--- config.mk ---
export PLATFORM = sky130hd
export DESIGN_NAME = space_key_debounce
export DESIGN_NICKNAME = d
export VERILOG_FILES = /design/src/rtl/key_pkg.sv /design/src/rtl/key_sync.sv /design/src/rtl/space_key_debounce.sv
export SDC_FILE = /design/constraint.sdc
export NUM_CORES = 1
export LEC_CHECK = 0
export ABC_AREA = 1
export BUFFER_PORTS_ARGS = -buffer_cell sky130_fd_sc_hd__buf_4
export CAP_MARGIN = 40
export CORE_MARGIN = 2
export CORE_UTILIZATION = 55
export CTS_BUF_LIST = sky130_fd_sc_hd__clkbuf_4 sky130_fd_sc_hd__clkbuf_8
export DETAILED_ROUTE_END_ITERATION = 8
export HOLD_SLACK_MARGIN = 0.15
export PLACE_DENSITY = 0.85
export SLEW_MARGIN = 5
export SYNTH_ARGS = -nofsm -noshare
export SYNTH_HDL_FRONTEND = slang
export SYNTH_HIERARCHICAL = 1
export SYNTH_SLANG_ARGS = --single-unit
--- constraint.sdc ---
create_clock -name clk -period 1.9 [get_ports clk]
set_input_delay 0.095 -clock clk [delete_from_list [all_inputs] [get_ports clk]]
set_output_delay 0.095 -clock clk [all_outputs]
set_load 0.01 [all_outputs]
--- src/rtl/key_pkg.sv ---
// Shared types and constants for the space-bar conditioning path.
//  key_state_e : debounce FSM state encoding
//  cnt_width() : counter width helper, never returns less than 1 bit
package key_pkg;

    typedef enum logic [1:0] {
        IDLE      = 2'd0,
        PRESS_CHK = 2'd1,
        HELD      = 2'd2,
        REL_CHK   = 2'd3
    } key_state_e;

    // 10 ms at 50 MHz
    localparam int unsigned DEFAULT_DEBOUNCE_CYCLES = 500000;

    // Auto-repeat is off unless the integrator asks for it
    localparam int unsigned DEFAULT_REPEAT_CYCLES   = 0;

    // Bits needed to hold 0..n, with a 1-bit floor so n==0 still yields a legal vector
    function automatic int unsigned cnt_width(input int unsigned n);
        int unsigned w;
        w = $clog2(n + 1);
        return (w < 1) ? 1 : w;
    endfunction

endpackage : key_pkg

--- src/rtl/key_sync.sv ---
// Two-flop synchroniser for a single asynchronous bit.
//  clk   : destination clock
//  rst   : synchronous active-high reset, loads RST_VAL into both flops
//  i_d   : asynchronous input
//  o_q   : synchronised output, 2 cycles of latency
module key_sync
    import key_pkg::*;
#(
    parameter logic RST_VAL = 1'b0
) (
    input  logic clk,
    input  logic rst,
    input  logic i_d,
    output logic o_q
);

    logic r_meta;
    logic r_sync;

    // First flop may go metastable; second flop gives it a full cycle to settle
    always_ff @(posedge clk) begin
        if (rst) begin
            r_meta <= RST_VAL;
            r_sync <= RST_VAL;
        end else begin
            r_meta <= i_d;
            r_sync <= r_meta;
        end
    end

    assign o_q = r_sync;

endmodule : key_sync

--- src/rtl/space_key_debounce.sv ---
// Space-bar conditioner: synchronise, debounce, then emit single-cycle strobes.
//  clk           : system clock
//  rst           : synchronous active-high reset
//  key_raw       : asynchronous raw key (active-low when KEY_ACTIVE_LOW=1)
//  key_level     : debounced pressed level
//  press_pulse   : 1-cycle strobe on accepted press
//  release_pulse : 1-cycle strobe on accepted release
//  repeat_pulse  : 1-cycle strobe every REPEAT_CYCLES while held (0 disables)
module space_key_debounce
    import key_pkg::*;
#(
    parameter int unsigned DEBOUNCE_CYCLES = DEFAULT_DEBOUNCE_CYCLES,
    parameter int unsigned REPEAT_CYCLES   = DEFAULT_REPEAT_CYCLES,
    parameter bit          KEY_ACTIVE_LOW  = 1'b1
) (
    input  logic clk,
    input  logic rst,
    input  logic key_raw,
    output logic key_level,
    output logic press_pulse,
    output logic release_pulse,
    output logic repeat_pulse
);

    localparam int unsigned CNT_W      = cnt_width(DEBOUNCE_CYCLES);
    localparam int unsigned RPT_W      = cnt_width(REPEAT_CYCLES);
    localparam int unsigned RPT_LAST_I = (REPEAT_CYCLES > 0) ? (REPEAT_CYCLES - 1) : 0;
    localparam bit          RPT_EN     = (REPEAT_CYCLES > 0);

    localparam logic [CNT_W-1:0] CNT_LAST = CNT_W'(DEBOUNCE_CYCLES - 1);
    localparam logic [RPT_W-1:0] RPT_LAST = RPT_W'(RPT_LAST_I);

    // Raw pin value that means "not pressed"
    localparam logic RAW_RELEASED = KEY_ACTIVE_LOW;

    key_state_e       r_state;
    key_state_e       w_state_nxt;
    logic [CNT_W-1:0] r_cnt;
    logic [CNT_W-1:0] w_cnt_nxt;
    logic [RPT_W-1:0] r_rpt;
    logic [RPT_W-1:0] w_rpt_nxt;

    logic r_key_level;
    logic r_press;
    logic r_release;
    logic r_repeat;
    logic w_level_nxt;
    logic w_press_nxt;
    logic w_release_nxt;
    logic w_repeat_nxt;

    logic w_sync_q;
    logic w_key_s;
    logic w_cnt_done;
    logic w_rpt_done;

    // Synchroniser resets to the released level so reset never looks like a press
    key_sync #(
        .RST_VAL (RAW_RELEASED)
    ) u_sync (
        .clk (clk),
        .rst (rst),
        .i_d (key_raw),
        .o_q (w_sync_q)
    );

    // Normalise polarity: 1 = pressed from here on
    assign w_key_s = w_sync_q ^ KEY_ACTIVE_LOW;

    assign w_cnt_done = (r_cnt == CNT_LAST);
    assign w_rpt_done = RPT_EN && (r_rpt == RPT_LAST);

    // State register plus all registered outputs and counters
    always_ff @(posedge clk) begin
        if (rst) begin
            r_state     <= IDLE;
            r_cnt       <= '0;
            r_rpt       <= '0;
            r_key_level <= 1'b0;
            r_press     <= 1'b0;
            r_release   <= 1'b0;
            r_repeat    <= 1'b0;
        end else begin
            r_state     <= w_state_nxt;
            r_cnt       <= w_cnt_nxt;
            r_rpt       <= w_rpt_nxt;
            r_key_level <= w_level_nxt;
            r_press     <= w_press_nxt;
            r_release   <= w_release_nxt;
            r_repeat    <= w_repeat_nxt;
        end
    end

    // Next-state logic
    always_comb begin
        w_state_nxt = r_state;
        case (r_state)
            IDLE: begin
                if (w_key_s) begin
                    w_state_nxt = PRESS_CHK;
                end
            end
            PRESS_CHK: begin
                if (!w_key_s) begin
                    w_state_nxt = IDLE;
                end else if (w_cnt_done) begin
                    w_state_nxt = HELD;
                end
            end
            HELD: begin
                if (!w_key_s) begin
                    w_state_nxt = REL_CHK;
                end
            end
            REL_CHK: begin
                if (w_key_s) begin
                    w_state_nxt = HELD;
                end else if (w_cnt_done) begin
                    w_state_nxt = IDLE;
                end
            end
            default: begin
                w_state_nxt = IDLE;
            end
        endcase
    end

    // Counter and output next values; pulses default low so each lasts one cycle
    always_comb begin
        w_cnt_nxt     = r_cnt;
        w_rpt_nxt     = r_rpt;
        w_level_nxt   = r_key_level;
        w_press_nxt   = 1'b0;
        w_release_nxt = 1'b0;
        w_repeat_nxt  = 1'b0;
        case (r_state)
            IDLE: begin
                if (w_key_s) begin
                    w_cnt_nxt = '0;
                end
            end
            PRESS_CHK: begin
                if (!w_key_s) begin
                    w_cnt_nxt = r_cnt;
                end else if (w_cnt_done) begin
                    w_press_nxt = 1'b1;
                    w_level_nxt = 1'b1;
                    w_rpt_nxt   = '0;
                end else begin
                    w_cnt_nxt = r_cnt + CNT_W'(1);
                end
            end
            HELD: begin
                if (!w_key_s) begin
                    w_cnt_nxt = '0;
                end else if (w_rpt_done) begin
                    w_repeat_nxt = 1'b1;
                    w_rpt_nxt    = '0;
                end else if (RPT_EN) begin
                    // Held at zero when auto-repeat is disabled so it cannot wrap
                    w_rpt_nxt = r_rpt + RPT_W'(1);
                end
            end
            REL_CHK: begin
                if (w_key_s) begin
                    // Rejected release restarts the repeat period
                    w_rpt_nxt = '0;
                end else if (w_cnt_done) begin
                    w_release_nxt = 1'b1;
                    w_level_nxt   = 1'b0;
                end else begin
                    w_cnt_nxt = r_cnt + CNT_W'(1);
                end
            end
            default: begin
                w_cnt_nxt = '0;
                w_rpt_nxt = '0;
            end
        endcase
    end

    assign key_level     = r_key_level;
    assign press_pulse   = r_press;
    assign release_pulse = r_release;
    assign repeat_pulse  = r_repeat;

endmodule : space_key_debounce

==> metrics.csv <==
metric;value;unit
slowest_stage;dfxtp_1;
synth.most_common_cell;nand2_1;
wl_per_cell;12.29;um
die_w;56.21;um
die-area;3159;um2
maxCapViolCount;0;
grt_first_pass_wirelength;5947;um
finalNetCount;251;
syn_inst;236;
critical_path_required;2140;ps
synth_top_cell_area_share;34.72;%
timing.critical_path.buf_inv;0;
detail_route.wirelength;3393;um
fin_crit;1771;ps
synthTopCellsByArea;dfxtp_1 35%, nand2_1 17%, nand3_1 9.3%, nor2_1 8.0%, inv_1 6.3%;
avgSynthCellArea;6.351;um2
dieHeight;56.21;um
place_area;1568;um2
min_path_type;reg -> reg;
drive_gt1_share;8.537;%
firstDrtPassIters;4;
synth_nets;240;
numClockSinks;26;
slowest_delay;410;ps
synth_area;1499;um2
seq_area_frac_synth;34.72;%
antenna_cells;0;
cts-root-buf;clkbuf_4;
utilization;65.63;%
setup_viol;0;
cts_htree_levels;1;
drt_iter0_drc;88;
clk_latency;320;ps
leakagePower;0.0006779;uW
yosysTopAreaCell;dfxtp_1;
cp-end-kind;flop;
ys.flop_type;dfxtp_1;
cts.clk_slew.worst_paths;140;ps
path_class;reg -> reg;
design_area;1655;um2
antenna_left;0;
synth.distinct_cells;27;
cp_max_fo;5;
rsz0062_at_grt;no;
crit_top_cell;nand2_1;
drt-vias-per-instance;5.514;
numCtsBuffers;3;
area_growth;10.43;%
startpoint_type;flop;
gr-total-overflow;0;
synth_warnings;6;
clockBufferDepth;2;
dp_hpwl;2469;um
cts_tree;done;
synth_common_cells;68 x nand2_1, 32 x nor2_1, 28 x nand3_1;
num_io_pins;7;
hold_viol;0;
synthArstFlopShare;0;%
grt_max_degree;21;
worst_path_dominant_cell_family;simple AND/OR/NAND/NOR gates;
rows;18;
io_buffers;5;
clock.fmax;564.6;MHz
drt_drc_violations_left;0;
crit_arrival;2010;ps
post-route-period-util;93.21;%
synth_edf_count;0;
antenna_found_initial;0;
grt_util_all_layers;23.05;%
vias;1522;
crit_chain;ha_1 -> nand3_2 -> nor2_2 -> nand2_1 -> nor2_1 -> nand2_1 -> xor2_1 -> nand2_1 -> nand2_1;
grt_pass1_vias;1365;
ys_seq_elements;26;
slew_violations;0;
peakVddDrop;1.056;mV
post-cts-setup-buffers;0;
status;complete, no violations;
start_util;59.42;%
power_density;584.9;nW/um2
skew;4.554;ps
place_congestion;0.9362;
coreArea;2522;um2
fin_setup_tns;0;ps
hold_slack;430.8;ps
[cells in the final DEF (no fill, tap or decap), drive strengths merged]
master,netlist,final
nand3b,2,2
nand4,6,6
conb,1,1
bufinv,0,1
ha,1,1
inv,25,25
xnor2,2,2
buf,6,10
a21oi,10,10
o21ai,4,4
nand2,69,69
a31oi,1,1
nor2,35,35
nor3,8,8
nand3,30,30
clkbuf,1,3
o31ai,1,1
dlygate4sd3,0,3
dfxtp,26,26
xor2,7,7
clkinv,1,1
[worst paths after layout]
| path | end | from | cells after the start | slack [ps] |
|---|---|---|---|---|
| max reg2reg | r_cnt[16] | r_cnt[1] | 9 | 130 |
| min reg2reg | u_sync/o_q | u_sync/r_meta | 2 | 430 |
| min | u_sync/o_q | u_sync/r_meta | 2 | 430 |
| max | r_cnt[16] | r_cnt[1] | 9 | 130 |
[routing by layer]
metal  vias to the layer above  wire length, um  global-route usage, %
met2                        48             1568                  37.65
met4                         0               29                  4.422
met3                         4              227                  5.581
li1                        769                -                      -
met1                       701             1568                  31.01
met5                         -                0                      0
[where the power goes]
| part | internal (uW) | total, uW | switching (uW) |
|---|---|---|---|
| registers | 548 | 549 | 1.32 |
| clock network | 213 | 378 | 165 |
| logic | 12.9 | 40.9 | 28.0 |
[cells by family (layout without fill, tap and decap cells)]
logic type      count (synthesis)  in the layout  synth area share [%]
fa+ha+maj                       1              1                0.8346
flops                          26             26                 34.72
simple gates                  150            150                 43.91
buf+inv                        33             43                 9.431
xor+xnor                        9              9                 5.259
compound gates                 16             16                 5.593
other cells                     1              1                0.2502
[sequential cells by signal, indices dropped and copies added, names as in the netlist, named ones only]
register       flops
r_cnt             19
u_sync/o_q         1
press_pulse        1
r_state            1
release_pulse      1
key_level          1
u_sync/r_meta      1
[through the flow]
| step | instances | setup slack [ps] | total power [uW] |
|---|---|---|---|
| 6_report | 276 | 129.0 | 968.2 |
| 4_1_cts | 276 | 154.6 | 978.2 |
| 5_1_grt | 276 | 23.36 | 1008 |
| 2_1_floorplan | 236 | 418.9 | 586.5 |
| 3_3_place_gp | 269 | 263.0 | 595.2 |
| 3_5_place_dp | 269 | 179.7 | 596.1 |
[worst reg2reg max path: stages, from the launching register on]
cell	delay, ps
dfxtp_1	410
ha_1	290
nand3_2	160
nor2_2	200
nand2_1	150
nor2_1	160
nand2_1	80
xor2_1	140
nand2_1	50
nand2_1	40
[final cells by class]
cell class,count,area (um2)
repair buffers,13,105.1
clock inverters,1,30.03
inverters,26,97.59
fillers,247,867.1
multi-input cells,177,842.1
clock buffers,3,22.52
flip-flops and latches,26,520.5
well taps,30,37.54
[repair_timing]
item,CTS,global route
endpoints found under the setup margin,0,7
hold endpoints to repair,14,0
hold buffers,3,0
resized for setup,0,1
(Power assumes the default switching activity.)
